File: src/rtl/serial_seq_tx.sv
// Serial pattern transmitter for the sequence detectors: shifts a loaded pattern
// out MSB-first on x for repeats+1 passes and counts detector hits seen on y.
module serial_seq_tx #(
   parameter int WIDTH = 8,
   parameter int LEN_W = 4,
   parameter int REP_W = 4,
   parameter int CNT_W = 8
) (
   input  logic             clock,
   input  logic             reset,
   input  logic             load_valid,
   output logic             load_ready,
   input  logic [WIDTH-1:0] pattern,
   input  logic [LEN_W-1:0] length,
   input  logic [REP_W-1:0] repeats,
   input  logic             abort,
   input  logic             y,
   output logic             x,
   output logic             x_valid,
   output logic             done,
   output logic [CNT_W-1:0] match_count
);

   localparam int IDX_W = (WIDTH > 1) ? $clog2(WIDTH) : 1;
   localparam logic [IDX_W-1:0] IDX_MAX = IDX_W'(WIDTH - 1);

   typedef enum logic [1:0] {
      IDLE  = 2'd0,
      SHIFT = 2'd1,
      DONE  = 2'd2
   } state_e;

   state_e           state_q, state_d;
   logic [WIDTH-1:0] pat_q, pat_d;
   logic [IDX_W-1:0] last_q, last_d;     // Le-1: index of the first bit of each pass
   logic [IDX_W-1:0] idx_q, idx_d;
   logic [REP_W-1:0] rep_q, rep_d;       // passes still to go after the current one
   logic             x_q, x_d;
   logic             x_valid_q, x_valid_d;
   logic             done_q, done_d;
   logic [CNT_W-1:0] cnt_q, cnt_d;

   logic             accept;
   logic             end_of_stream;
   logic [IDX_W-1:0] load_last;

   assign load_ready    = (state_q == IDLE);
   assign accept        = load_ready && load_valid;
   assign end_of_stream = (idx_q == '0) && (rep_q == '0);

   // Zero or oversize lengths fall back to the full pattern width.
   always_comb begin
      if (length == '0 || int'(length) > WIDTH) begin
         load_last = IDX_MAX;
      end else begin
         load_last = IDX_W'(length - 1'b1);
      end
   end

   // NOTE: state flops use non-blocking assignments so every flop samples the
   // pre-edge value of every other flop, independent of statement order.
   always_ff @(posedge clock or negedge reset) begin
      if (!reset) begin
         state_q <= IDLE;
      end else begin
         state_q <= state_d;
      end
   end

   always_comb begin
      state_d = state_q;
      case (state_q)
         IDLE:    if (load_valid) state_d = SHIFT;
         SHIFT:   if (abort || end_of_stream) state_d = DONE;
         DONE:    state_d = IDLE;
         default: state_d = IDLE;
      endcase
   end

   // NOTE: every signal gets a hold/default value up front so no path through
   // the case leaves one unassigned, which would otherwise infer a latch.
   always_comb begin
      pat_d     = pat_q;
      last_d    = last_q;
      idx_d     = idx_q;
      rep_d     = rep_q;
      x_d       = x_q;
      x_valid_d = x_valid_q;
      done_d    = 1'b0;
      cnt_d     = cnt_q;
      case (state_q)
         IDLE: begin
            if (accept) begin
               pat_d     = pattern;
               last_d    = load_last;
               idx_d     = load_last;
               rep_d     = repeats;
               cnt_d     = '0;
               x_d       = pattern[load_last];
               x_valid_d = 1'b1;
            end
         end
         SHIFT: begin
            // y is counted even on the abort edge.
            if (y && cnt_q != '1) cnt_d = cnt_q + 1'b1;
            if (abort || end_of_stream) begin
               x_d       = 1'b0;
               x_valid_d = 1'b0;
               done_d    = 1'b1;
            end else if (idx_q != '0) begin
               idx_d = idx_q - 1'b1;
               x_d   = pat_q[idx_d];
            end else begin
               rep_d = rep_q - 1'b1;
               idx_d = last_q;
               x_d   = pat_q[last_q];
            end
         end
         default: ;
      endcase
   end

   always_ff @(posedge clock or negedge reset) begin
      if (!reset) begin
         pat_q     <= '0;
         last_q    <= '0;
         idx_q     <= '0;
         rep_q     <= '0;
         x_q       <= 1'b0;
         x_valid_q <= 1'b0;
         done_q    <= 1'b0;
         cnt_q     <= '0;
      end else begin
         pat_q     <= pat_d;
         last_q    <= last_d;
         idx_q     <= idx_d;
         rep_q     <= rep_d;
         x_q       <= x_d;
         x_valid_q <= x_valid_d;
         done_q    <= done_d;
         cnt_q     <= cnt_d;
      end
   end

   assign x           = x_q;
   assign x_valid     = x_valid_q;
   assign done        = done_q;
   assign match_count = cnt_q;

endmodule

File: config.mk
export PLATFORM = sky130hd
export DESIGN_NAME = serial_seq_tx
export DESIGN_NICKNAME = d
export VERILOG_FILES = /design/src/rtl/serial_seq_tx.sv
export SDC_FILE = /design/constraint.sdc
export NUM_CORES = 1
export LEC_CHECK = 0
export BUFFER_PORTS_ARGS = -buffer_cell sky130_fd_sc_hd__buf_2
export CAP_MARGIN = 20
export CORE_ASPECT_RATIO = 0.8
export CORE_UTILIZATION = 34
export CTS_CLUSTER_DIAMETER = 100
export DETAILED_ROUTE_END_ITERATION = 16
export SKIP_LAST_GASP = 1
export SLEW_MARGIN = 30
export SYNTH_ARGS = -nofsm -noshare
export SYNTH_HDL_FRONTEND = slang
export SYNTH_SLANG_ARGS = --single-unit
File: constraint.sdc
create_clock -name clock -period 4.7 [get_ports clock]
set_input_delay 0.705 -clock clock [delete_from_list [all_inputs] [get_ports clock]]
set_output_delay 0.705 -clock clock [all_outputs]
set_load 0.02 [all_outputs]
; Word-level counts from Yosys, hierarchy flattened
; Cells that the tools add are included.
; W data, S select, Z words.
[word_totals]
wordCells = 73
out_inout_bits = 12
input_bits = 21
reg_bits = 31
[classes]
muxes = 30
reduce_logical = 18
order_cmp = 4
eq_ne = 8
addsub = 4
[ops]
columns = operator, count
row1 = $mux W8, 2
row2 = $pmux W8 S2, 1
row3 = $lt A3 B4 Y1 const B, 3
row4 = $mux W3, 4
row5 = $mux W4, 3
row6 = $mux W1, 10
row7 = $ne A2 B2 Y1 const B, 5
row8 = $bmux W1 S3, 3
row9 = $reduce_and A3 Y1, 3
row10 = $add A8 B1 Y8 const B, 1
row11 = $logic_not A4 Y1, 2
row12 = $ne A8 B8 Y1 const B, 1
row13 = $pmux W4 S2, 1
row14 = $pmux W3 S2, 1
row15 = $reduce_and A2 Y1, 3
row16 = $sub A3 B1 Y3 const B, 2
row17 = $gt A4 B4 Y1 const B, 1
row18 = $mux W2, 2
row19 = $pmux W1 S2, 2
row20 = $pmux W2 S2, 1
row21 = $reduce_and A4 Y1, 1
row22 = $sub A4 B1 Y4 const B, 1
row23 = $logic_and A1 B1 Y1, 3
row24 = $logic_not A3 Y1, 1
row25 = 6 further kinds, 7

; Depth between registers and ports, before layout
[depth]
word_depth = 7
mapped_depth = 10
ltp_nobuf = 8

; Least setup slack after synthesis
; No wires, ideal clock.
[synth_path]
path_kind = input -> register
from = input length[0]
to = register x_q, in the netlist x
stages = 7
setup_time_ns = 0.134
n_path_buf = 0
arrival_time_ns = 1.818
slack_ns = 2.749
path_cell_list = inv_1 ha_1 nor2b_1 xnor2_1 and2_1 a2111oi_0 o21ai_1
[synth_via]
elab_chain_len = 7
[synth_rtl]
columns = element, line
row1 = from (decl), 14  ; input logic [LEN_W-1:0] length,
row2 = $gt A4 B4 Y1 or $logic_not A4 Y1 (tied branches), 53  ; if (length == '0 || int'(length) > WIDTH) begin
row3 = $logic_or A1 B1 Y1, 53
row4 = $mux W3 (*), 53
row5 = $bmux W1 S3 (*), 99  ; x_d = pattern[load_last];
row6 = $mux W1 (implied by the code) (*), 99
row7 = $mux W1 (*), 93  ; if (accept) begin
row8 = $pmux W1 S2 (*), 91  ; case (state_q)
row9 = to (signal assigned), 129  ; x_q <= 1'b0;
row10 = to (signal assigned), 138  ; x_q <= x_d;
row11 = to (decl), 38  ; logic x_q, x_d;
; Every way passes the cells marked *; elsewhere a longest branch is shown, timed or not. The select of a mux whose other input is x is not followed.
; A chain may end at the register's enable or synchronous reset.

; Final worst setup path
[layout_path]
from = register idx_q[0]
to = register idx_q[1]
[layout_via]
elab_chain_len = 5
[layout_rtl]
columns = element, line
row1 = from (decl), 36  ; logic [IDX_W-1:0] idx_q, idx_d;
row2 = from (signal assigned), 136  ; idx_q <= idx_d;
row3 = "parallel branches: the longest is 5 deep, another holds $sub A3 B1 Y3", n/a
; Several ways; the timed one is not identified. The select of a mux whose other input is x is not followed.

==> run summary <==
run status: complete, no violations
max cap viols: 0
Fillers: 496
Pleak: 0.9486 nW
DRT Pass-1 Iters: 5
Hold WC Path Type: input port to asynchronous set/reset pin
DP Worst Slack: 2.417 ns
Final Slew Violations: 0
r2r setup slk: 2.54 ns
H-tree depth: 2
via count: 1366
asr flop ratio synth: 1.000
final setup violation count: 0
mux cell area share after synthesis: 0.1320
setup TNS: 0 ns
largest family of logic cells by synthesized area: simple AND/OR/NAND/NOR gates
register area share after synthesis: 0.4285
diode count: 0
Sink Count: 31
clk slew on worst S/H paths: 0.06 ns
Hold Fails Final Rpt: 0
crit-path cells: inv_1 > ha_1 > ha_1 > nand4bb_4 > and3_1 > or2_1 > mux2_4
Synth Register Bits: 31
Crit-path slowest cell: dfrtp_1
WL final: 3.505 mm
Syn Std Cell Area: 0.001810 mm2
Multi-input gate area: 952.2 um2
layout cells sized above 1: 0.3043
clock insertion delay at the later pin of the skew report: 0.27 ns
Final period util: 0.4606
most frequent cells in the layout: buf_2 (32), dfrtp_1 (31), nor2_1 (14)
grt ovf: 0
XOR/XNOR Fraction of Synth Area: 0.03386
EDFF count, synth: 0
Die Y: 67.27 um
Initial Util: 0.3575
number of global-route vias before repair: 1281
WS Path Type: flop to flop
total I/O pin count: 33
cells resized by post-CTS repair: 0
post-synthesis compound-gate area fraction: 0.1313
cts hold-fix bufs: 0
fmax: 462.0 MHz
Die ar.: 0.005623 mm2
Avg Cell Area, Syn: 10.47 um2
Yosys warnings: 0
Worst R2R Start: idx_q[0]
nets: 234
Synth Area in Adders: 0.04147
Crit. End Element: flop
commonest non-fill, non-tap cell in the layout: buf_2
Worst Clk Skew: 0.001810 ns
crit path time final: 2.165 ns
delay of the slowest critical-path stage: 0.44 ns
Most common cell on crit path: ha_1
Routed Antenna Nets: 0
CTS max path bufs: 2
post-CTS setup buffers: 0
clk root buf: clkbuf_8
RSZ-0062 raised after global routing: no
row cnt: 23
Worst Setup Start Kind: flop
CP delay by family, top: simple AND/OR/NAND/NOR gates
Main synth FF type: dfrtp_1
maximum VDD drop: 0.2075 mV
pin count of the biggest net entering global routing: 32
syn nets: 200
final setup margin: 2.535 ns
Buf/Inv on CP: 1
first-pass GRT wire length: 6.078 mm
Worst Path Max Fanout: 10
Remaining DRCs: 0
gpl congestion: 0.7571
Core Region: 0.005065 mm2
CTS Buf Count: 5
Tightest Pin Transition: 0.7502 ns
DRT iter0 DRCs: 65
die width: 83.59 um
Syn-to-layout area delta: 16.31%
Cell variety after synth: 46
GRT Util Overall: 0.1390
Rel. slew slack: 0.4994
WP data arrival: 2.32 ns
post-synthesis instance total: 173
Port Buffers: 32
power per cell area: 517.4 mW/mm2
synthesized-area fraction occupied by and/or/nand/nor cells: 0.1838
TritonCTS clock tree: done
routed len/inst: 13.03 um
initial antenna violation count: 0
Sequential Area: 775.7 um2
hpwl dp: 2.668 mm
Worst Path Required: 4.86 ns
critical path startpoint: idx_q[0]
via-per-instance ratio: 5.078
cells by family after synthesis:
family          after synthesis
fa+ha+maj                     6
buf+inv                      18
compound gates               37
mux                          16
simple gates                 58
flops                        31
xor+xnor                      7
power by group:
group / leakage (nW) / internal (W) / switching, W
Sequential: 0.375 / 0.000361 / 0.0000834
Combinational: 0.527 / 0.000219 / 0.000220
Clock: 0.0470 / 0.000115 / 0.0000921
Total: 0.949 / 0.000694 / 0.000395
worst register-to-register path, stage by stage, from the launching register on:
cell	delay [ns]
dfrtp_1	0.44
inv_1	0.10
ha_1	0.15
ha_1	0.39
nand4bb_4	0.15
and3_1	0.22
or2_1	0.29
mux2_4	0.32
final timing paths:
check / end / depth (start not counted)
max: idx_q[1] / 7
min: match_count[5] / 1
max reg2reg: idx_q[1] / 7
min reg2reg: idx_q[1] / 1
max in group asynchronous: rep_q[1] / 1
min in group clock: idx_q[1] / 1
metrics by stage:
step / util / hold slack (ns) / cell area (um2) / total power, W / cells
after CTS: 0.4158 / 0.4988 / 2106 / 0.001102 / 269
after detailed placement: 0.3985 / 0.4949 / 2018 / 0.0008904 / 262
after global placement: 0.3972 / 0.5076 / 2012 / 0.0008839 / 262
after floorplan: - / 0.4094 / 1810 / 0.0007871 / 173
after global routing: 0.4158 / 0.5402 / 2106 / 0.001178 / 269
final: 0.4158 / 0.4665 / 2106 / 0.001089 / 269
sequential cells by signal, summed over array words and instances, names as in the netlist:
name,count
match_count,8
x_valid,1
idx_q,3
last_q,3
state_q,2
x,1
pat_q,8
rep_q,4
done,1
final cells by class:
| class | count | area share |
|---|---|---|
| Clock buffer | 6 | 0.03922 |
| Clock inverter | 1 | 0.002377 |
| Inverter | 12 | 0.02139 |
| Multi-Input combinational cell | 124 | 0.4522 |
| Sequential cell | 31 | 0.3684 |
| Tap cell | 62 | 0.03684 |
| Timing Repair Buffer | 33 | 0.07962 |
per-layer routing:
layer  GRT usage  up-vias  routed length [um]
met5           0        -                   0
met4     0.03814        0                  36
met3     0.03667        5                 140
met2      0.2154       22                1500
met1      0.1936      652                1828
li1            -      687                   -
Yosys cell counts, drive strengths merged, types with 2 or more instances:
library cell  count  area (um2)
xnor2             5       43.79
a21oi            12       60.06
nor4              2       18.77
o21ai            13       65.06
a211oi            2       15.01
nor2b             4       32.53
mux4              5       112.6
nand3b            2       15.01
mux2             10       116.4
or2               2       12.52
xor2              2       17.52
inv              12       45.04
buf               5       40.04
nor2             15       58.81
and3              2       12.51
nand3            11       60.06
nand2b            2       12.51
ha                6       75.07
dfrtp            31       775.7
nor3              2       10.01
nand2            11       41.29
o211ai            2       15.01
Power figures use the tool's default switching activity.
